## src/rtl/soc_uart_ctrl.sv

```systemverilog
// Buffered sequencer for one 8N1 UART core: TX FIFO feeds the core's start/empty
// handshake, RX FIFO drains received bytes with a registered ack, plus sticky errors.

module soc_uart_fifo #(
  parameter int AW = 3
) (
  input  logic          uclk,
  input  logic          res_n,
  input  logic          wr,
  input  logic [7:0]    wdata,
  input  logic          rd,
  output logic [7:0]    rdata,
  output logic          full,
  output logic          empty,
  output logic [AW:0]   count
);
  logic [7:0]    mem [2**AW];
  logic [AW-1:0] wptr, rptr;
  logic          wr_ok, rd_ok;

  // count never exceeds 2**AW, so its MSB alone marks full
  assign full  = count[AW];
  assign empty = (count == '0);
  assign wr_ok = wr && !full;
  assign rd_ok = rd && !empty;
  assign rdata = mem[rptr];

  always_ff @(posedge uclk or negedge res_n) begin
    if (!res_n) begin
      wptr  <= '0;
      rptr  <= '0;
      count <= '0;
    end else begin
      if (wr_ok) wptr <= wptr + 1'b1;
      if (rd_ok) rptr <= rptr + 1'b1;
      case ({wr_ok, rd_ok})
        2'b10:   count <= count + 1'b1;
        2'b01:   count <= count - 1'b1;
        default: ;
      endcase
    end
  end

  always_ff @(posedge uclk) begin
    if (wr_ok) mem[wptr] <= wdata;
  end
endmodule

module soc_uart_ctrl #(
  parameter int DEPTH_LOG2 = 3
) (
  input  logic                  uclk,
  input  logic                  res_n,
  input  logic [7:0]            tx_wdata,
  input  logic                  tx_wr,
  output logic                  tx_full,
  output logic [DEPTH_LOG2:0]   tx_count,
  output logic [7:0]            rx_rdata,
  input  logic                  rx_rd,
  output logic                  rx_empty,
  output logic [DEPTH_LOG2:0]   rx_count,
  output logic                  err_overrun,
  output logic                  err_break,
  output logic                  err_txdrop,
  input  logic                  err_clr,
  output logic [7:0]            u_tx_data,
  output logic                  u_start_tx,
  input  logic                  u_tx_empty,
  input  logic                  u_rx_full,
  input  logic [7:0]            u_rx_data,
  input  logic                  u_rx_overrun,
  input  logic                  u_rx_break,
  output logic                  u_ack
);
  typedef enum logic [1:0] {T_IDLE, T_START, T_BUSY} tx_st_t;
  typedef enum logic [1:0] {R_WAIT, R_ACK} rx_st_t;

  tx_st_t     tx_st, tx_nxt;
  rx_st_t     rx_st, rx_nxt;
  logic       tx_pop, tx_fifo_empty;
  logic [7:0] tx_head, rx_head;
  logic       rx_push, rx_fifo_full;

  soc_uart_fifo #(.AW(DEPTH_LOG2)) u_tx_fifo (
    .uclk(uclk), .res_n(res_n), .wr(tx_wr), .wdata(tx_wdata), .rd(tx_pop),
    .rdata(tx_head), .full(tx_full), .empty(tx_fifo_empty), .count(tx_count)
  );

  soc_uart_fifo #(.AW(DEPTH_LOG2)) u_rx_fifo (
    .uclk(uclk), .res_n(res_n), .wr(rx_push), .wdata(u_rx_data), .rd(rx_rd),
    .rdata(rx_head), .full(rx_fifo_full), .empty(rx_empty), .count(rx_count)
  );

  assign rx_rdata  = rx_empty ? 8'h00 : rx_head;
  // head cannot move while in T_START (only the pop advances rptr), so data is stable
  assign u_tx_data = (tx_st == T_START) ? tx_head : 8'h00;

  always_ff @(posedge uclk or negedge res_n) begin
    if (!res_n) begin
      tx_st <= T_IDLE;
      rx_st <= R_WAIT;
      u_ack <= 1'b0;
    end else begin
      tx_st <= tx_nxt;
      rx_st <= rx_nxt;
      u_ack <= (rx_nxt == R_ACK);
    end
  end

  // tx_empty is also high during the core's stop bit; holding start_tx until it
  // drops makes the core take the byte exactly when it becomes truly idle
  always_comb begin
    tx_nxt     = tx_st;
    u_start_tx = 1'b0;
    tx_pop     = 1'b0;
    case (tx_st)
      T_IDLE:  if (!tx_fifo_empty) tx_nxt = T_START;
      T_START: begin
        u_start_tx = 1'b1;
        if (!u_tx_empty) begin
          tx_pop = 1'b1;
          tx_nxt = T_BUSY;
        end
      end
      T_BUSY:  if (u_tx_empty) tx_nxt = T_IDLE;
      default: tx_nxt = T_IDLE;
    endcase
  end

  // rx_full is ignored in R_ACK: the core clears it on that edge, and a byte
  // landing on the same edge is still pending when R_WAIT resumes
  always_comb begin
    rx_nxt  = rx_st;
    rx_push = 1'b0;
    case (rx_st)
      R_WAIT: begin
        if (u_rx_full && !rx_fifo_full) begin
          rx_push = 1'b1;
          rx_nxt  = R_ACK;
        end else if (!u_rx_full && (u_rx_overrun || u_rx_break)) begin
          rx_nxt  = R_ACK;
        end
      end
      R_ACK:   rx_nxt = R_WAIT;
      default: rx_nxt = R_WAIT;
    endcase
  end

  // a set condition beats err_clr in the same cycle
  always_ff @(posedge uclk or negedge res_n) begin
    if (!res_n) begin
      err_overrun <= 1'b0;
      err_break   <= 1'b0;
      err_txdrop  <= 1'b0;
    end else begin
      if (u_rx_overrun)         err_overrun <= 1'b1;
      else if (err_clr)         err_overrun <= 1'b0;
      if (u_rx_break)           err_break   <= 1'b1;
      else if (err_clr)         err_break   <= 1'b0;
      if (tx_wr && tx_full)     err_txdrop  <= 1'b1;
      else if (err_clr)         err_txdrop  <= 1'b0;
    end
  end
endmodule

```

## config.mk

```make
export PLATFORM = sky130hd
export DESIGN_NAME = soc_uart_ctrl
export DESIGN_NICKNAME = d
export VERILOG_FILES = /design/src/rtl/soc_uart_ctrl.sv
export SDC_FILE = /design/constraint.sdc
export NUM_CORES = 1
export LEC_CHECK = 0
export CAP_MARGIN = 20
export CORE_MARGIN = 1
export CORE_UTILIZATION = 40
export CTS_CLUSTER_DIAMETER = 200
export DETAILED_ROUTE_END_ITERATION = 6
export GPL_ROUTABILITY_DRIVEN = 0
export GPL_TIMING_DRIVEN = 0
export PLACE_DENSITY_LB_ADDON = 0.08
export SETUP_SLACK_MARGIN = 0.02
export SYNTH_ARGS = -nofsm -noshare
export SYNTH_HDL_FRONTEND = slang
export SYNTH_SLANG_ARGS = --single-unit
```

## constraint.sdc

```tcl
create_clock -name uclk -period 6.9 [get_ports uclk]
set_input_delay 1.035 -clock uclk [delete_from_list [all_inputs] [get_ports uclk]]
set_output_delay 1.035 -clock uclk [all_outputs]
set_load 0.03 [all_outputs]
```

# Word-level counts from Yosys, hierarchy flattened
# Memory sizes are Yosys's and may differ from the RTL's.
# Index checks and enable logic that the tools add are counted.
# op_classes
add_sub_neg,8
n_mul,0
div_mod_pow,0
order_cmp,0
eq_ne,10
shift,0
mux,24
n_bitwise,0
n_reduce_logical,23
# op_table
op,count
two-way mux 8 bit,2
case mux 4 bit (2 select lines),2
two-way mux 1 bit,13
adder 3 x 1 -> 3 bit (second input constant),4
two-way mux 2 bit,6
nonzero test 2 bit,5
adder 4 x 1 -> 4 bit (second input constant),2
equality test 2 x 1 -> 1 bit (second input constant),4
logical NOT 4 bit,2
subtractor 4 x 1 -> 4 bit (second input constant),2
logical AND 1 bit,7
equality test 2 bit (second input constant),3
!= test 2 bit (second input constant),3
case mux 2 bit (3 select lines),1
logical NOT 1 bit,5
logical NOT 2 bit,2
AND reduction 3 bit,1
logical OR 1 bit,1
# totals
register_bits,28
latch_bits,0
mem_bits_rw,128
mem_bits_ro,0
inputBits,25
out_inout_bits,31
word_cells,79
mem_count,2
# mem_list
name,depth,width,read_ports,rd_ports_with_merged_regs,write_ports,line_no,source
u_rx_fifo.mem,8,8,1,0,1,17,logic [7:0] mem [2**AW];
u_tx_fifo.mem,8,8,1,0,1,17,

# Logic depth before layout (Yosys ltp)
# depth
ltp_word,7
mapped_depth,10
ltp_nobuf,9

# Cells and area by module
# A second synthesis with hierarchy kept.
# unflattened
cells_unflattened,361
hier_area_um2,6641.4
# by_module_without_submodules
module,instances,cells_per_inst,area_per_inst_um2,seq_area_each_um2
soc_uart_fifo,2,160,3116.7,2172.1
soc_uart_ctrl,1,41,407.9,200.2

# Worst setup path after synthesis
# Ideal clock, no wire load.
# synth_path
path_type,input to register
startpoint,in u_rx_full
endpoint,reg u_rx_fifo.count[2]
setup_ns,0.141
arrival_time_ns,2.599
required_ns,6.759
path_slack_ns,4.160
stages,9
n_path_buf,0
cell_sequence,nor4b_2 -> inv_1 -> ha_1 -> xor2_1 -> ha_1 -> a21oi_1 -> xor2_1 -> nor2_1 -> xor2_1
# synth_between
elab_chain_len,6
elab_cells_between_ends,8
cone_classes,eq/ne: 2; mux: 3; reduce/logical: 3
# synth_rtl
item,line_no,source
from (decl),69,"input logic u_rx_full,"
logical AND 1 bit *,137,if (u_rx_full && !rx_fifo_full) begin
two-way mux 1 bit *,137,
two-way mux 1 bit *,135,case (rx_st)
logical AND 1 bit *,24,assign wr_ok = wr && !full;
equality test 2 x 1 -> 1 bit / equality test 2 bit (equally long branches),36,"case ({wr_ok, rd_ok})"
case mux 4 bit (2 select lines) / nonzero test 2 bit (equally long branches),--,
to (signal assigned),37,2'b10: count <= count + 1'b1;
to (signal assigned),38,2'b01: count <= count - 1'b1;
to (decl),15,output logic [AW:0] count
# Mark *: on every way between the ends. The rest lies on a longest branch, timed or not.
# A chain may end at the register's enable or synchronous reset.

# Worst setup path in the final report
# layout_path
startpoint,reg u_rx_fifo.rptr[1]
endpoint,out rx_rdata[4]
# layout_between
elab_chain_len,2
# layout_rtl
item,line_no,source
from (decl),18,"logic [AW-1:0] wptr, rptr;"
from (signal assigned),35,if (rd_ok) rptr <= rptr + 1'b1;
memory (8 x 8 bit),--,
two-way mux 8 bit,94,assign rx_rdata = rx_empty ? 8'h00 : rx_head;
to (decl),58,"output logic [7:0] rx_rdata,"
# Every way passes these cells.

==> out/qor.txt <==
status: finished, final reports clean
Clock Sinks: 156
Setup TNS Final: 0 ns
Worst setup SP type: register
layout cells sized above 1: 19.7%
WL/cell: 18.8 um
Slew Viols, Final: 0
Resized cells post-CTS: 0
total track usage: 16.4%
vias in the first global route: 3238
Cells after Synth: 338
core area: 15300 um^2
Initial Utilization: 41.4%
Power Dens Cells: 440 nW/um^2
Vert. Die Dim: 128 um
Hold Buf Count CTS: 0
worst-path fanout max: 10
num ports: 56
crit-path max cell delay: 0.63 ns
Pleak: 2.67 nW
worst clock skew: 0.0109 ns
Clock Path Buffers: 2
Slew HR: 31.0%
die span in x: 128 um
Max stage delay cell, worst path: clkdlybuf4s50_1
CTS tree: built
diode count: 0
Port Buffers: 55
Synth Flop Type: edfxtp_1
final net count: 449
Buf+Inv Stages, Crit Path: 3
H-tree depth: 4
CTS clk-pin slew, worst paths: 0.06 ns
RSZ-0062 raised after global routing: no
CP arrival: 2.82 ns
CP endpoint kind: output pin
initial antenna violation count: 0
final hold vios: 0
Crit Path Class: register to output pin
Crit path required time: 5.86 ns
Routed WL: 12.0 mm
Final HPWL DP: 7.47 mm
first-iteration detailed-routing DRC count: 280
number of detailed-route iterations in the first pass: 4
Via density: 5.00
first-pass GRT wire length: 18.7 mm
Crit path max-delay family: buffers and inverters
Core Rows: 45
Post-synth ARST share: 17.9%
Setup WS post-layout: 3.05 ns
residual DRC count: 0
minimum clock period after layout: 3.85 ns
library cells used by synthesis: 36
Clock Latency Late Sink: 0.42 ns
full die area: 16400 um^2
largest net degree at the start of global routing: 17
Critical Path, Cell by Cell: clkbuf_1 > buf_2 > mux4_2 > mux2i_1 > nor2_1 > clkdlybuf4s50_1
Seq cells post-synth: 156
Worst Hold Class: register to register
vias: 3189
period utilization: 55.8%
Worst-Margin Slew: 1.03 ns
peak supply drop: 0.000198 V
ANT nets after route: 0
Synth warnings: 0
Area Overhead vs Synth: 22.4%
GRT Residual Overflow: 0
Root Driver: clkbuf_16
Fmax: 260 MHz
Max-Cap Viols: 0
total CTS buffers: 17
postcts setup bufs: 0
Final setup violation count: 0
syn avg cell area: 18.8 um^2
Mapped Area: 6340 um^2
syn nets: 373
Seq/Total Area, Yosys: 71.7%
dpl ws: 3.33 ns
Post-synth EDFFs: 128
-- cell families (layout without fill, tap and decap cells) --
group	Yosys count	after routing	share of synthesized area, %
buf+inv	19	108	1.58
xor+xnor	18	18	2.49
flops	156	156	71.7
simple gates	66	66	5.51
mux	54	54	15.0
fa+ha+maj	10	10	1.97
compound gates	14	14	1.72
other cells	1	1	0.0591
-- power breakdown --
group	switching (mW)	internal (mW)	leakage, nW
clock	0.355	0.530	0.267
sequential	0.108	1.15	1.49
combinational	0.677	0.589	0.916
-- sequential cells by signal, indices dropped and copies added, names as in the netlist --
name and count:
u_rx_fifo.wptr 3, u_tx_fifo.wptr 3, u_tx_fifo.mem 64, err_overrun 1
tx_st 2, err_break 1, u_ack 1, u_tx_fifo.count 4
u_rx_fifo.mem 64, u_rx_fifo.rptr 3, err_txdrop 1, rx_st 2
u_rx_fifo.count 4, u_tx_fifo.rptr 3
-- metrics by stage --
| stage | total power [mW] | util (%) | hold slack [ns] | area (um^2) | cells |
|---|---|---|---|---|---|
| floorplan | 2.13 | - | 0.452 | 6340 | 338 |
| global placement | 2.55 | 46.7 | 0.460 | 7160 | 604 |
| detailed placement | 2.58 | 47.0 | 0.470 | 7200 | 606 |
| CTS | 3.47 | 50.7 | 0.483 | 7760 | 638 |
| global route | 3.60 | 50.7 | 0.489 | 7760 | 638 |
| finish | 3.41 | 50.7 | 0.477 | 7760 | 638 |
-- area by class of cell --
class,instances,area [um^2]
fillers,1280,7550
flip-flops and latches,156,4540
multi-input cells,163,1720
repair buffers,57,577
clock buffers,21,440
well taps,211,264
clock inverters,11,119
plain buffers,14,81.3
inverters,5,18.8
-- synthesized netlist by cell type (2+ instances only) --
| library cell | number | area, um^2 |
|---|---|---|
| mux4_2 | 32 | 721 |
| buf_4 | 7 | 52.6 |
| nor3_1 | 6 | 30.0 |
| nor2_1 | 33 | 124 |
| clkbuf_1 | 3 | 11.3 |
| a2111oi_0 | 3 | 26.3 |
| ha_1 | 10 | 125 |
| inv_1 | 5 | 18.8 |
| edfxtp_1 | 128 | 3840 |
| nand2_1 | 8 | 30.0 |
| xor2_1 | 11 | 96.3 |
| nand2b_1 | 9 | 56.3 |
| mux2_2 | 5 | 56.3 |
| xnor2_1 | 7 | 61.3 |
| buf_1 | 2 | 7.51 |
| a21oi_1 | 4 | 20.0 |
| buf_2 | 2 | 10.0 |
| dfrtp_1 | 28 | 701 |
| mux2i_1 | 16 | 160 |
| nor4_1 | 2 | 12.5 |
| a21o_1 | 2 | 15.0 |
-- cell usage in the layout (no fill, tap or decap), types with 3 or more instances in the layout --
cell type,Yosys,final
inv_1,5,5
nand2_1,8,8
a2111oi_0,3,3
ha_1,10,10
xnor2_1,7,7
dfrtp_1,28,28
clkbuf_16,0,17
nand2b_1,9,9
edfxtp_1,128,128
nor3_2,0,4
mux2i_1,16,16
a21oi_1,4,4
mux4_2,32,32
clkdlybuf4s50_1,0,55
nor2_1,33,33
xor2_1,11,11
clkbuf_1,3,7
buf_4,7,7
mux2_2,5,5
-- worst reg2reg max path, stage by stage (launching register included) --
cell and delay (ns):
dfrtp_1 0.49, nor4_4 0.76, nor2b_2 0.20, ha_1 0.33
xor2_1 0.17, ha_1 0.18, a21oi_1 0.14, xor2_1 0.15
nor2_1 0.06, xor2_1 0.14
-- path summary, 6_finish.rpt --
| path | startpoint | endpoint | slack [ns] | cells after the start |
|---|---|---|---|---|
| worst max register to register | u_rx_fifo.count[0]$_DFFE_PN0P_ | u_rx_fifo.count[2]$_DFFE_PN0P_ | 4.18 | 9 |
| min in group asynchronous | res_n | tx_st[0]$_DFFE_PN0P_ | 1.01 | 1 |
| max in group asynchronous | res_n | u_rx_fifo.count[3]$_DFFE_PN0P_ | 5.35 | 2 |
| worst min-delay path | err_break$_DFFE_PN0P_ | err_break$_DFFE_PN0P_ | 0.48 | 1 |
| worst max-delay path | u_rx_fifo.rptr[1]$_DFFE_PN0P_ | rx_rdata[4] | 3.05 | 6 |
| worst min register to register | err_break$_DFFE_PN0P_ | err_break$_DFFE_PN0P_ | 0.48 | 1 |
-- layer usage --
layer	global-route usage [%]	vias to the layer above	share of wire [%]
li1	-	1476	-
met4	6.99	0	1.5
met1	22.3	1638	47
met3	4.30	13	3.7
met5	0	-	0
met2	24.9	62	48
Power figures use the tool's default switching activity.
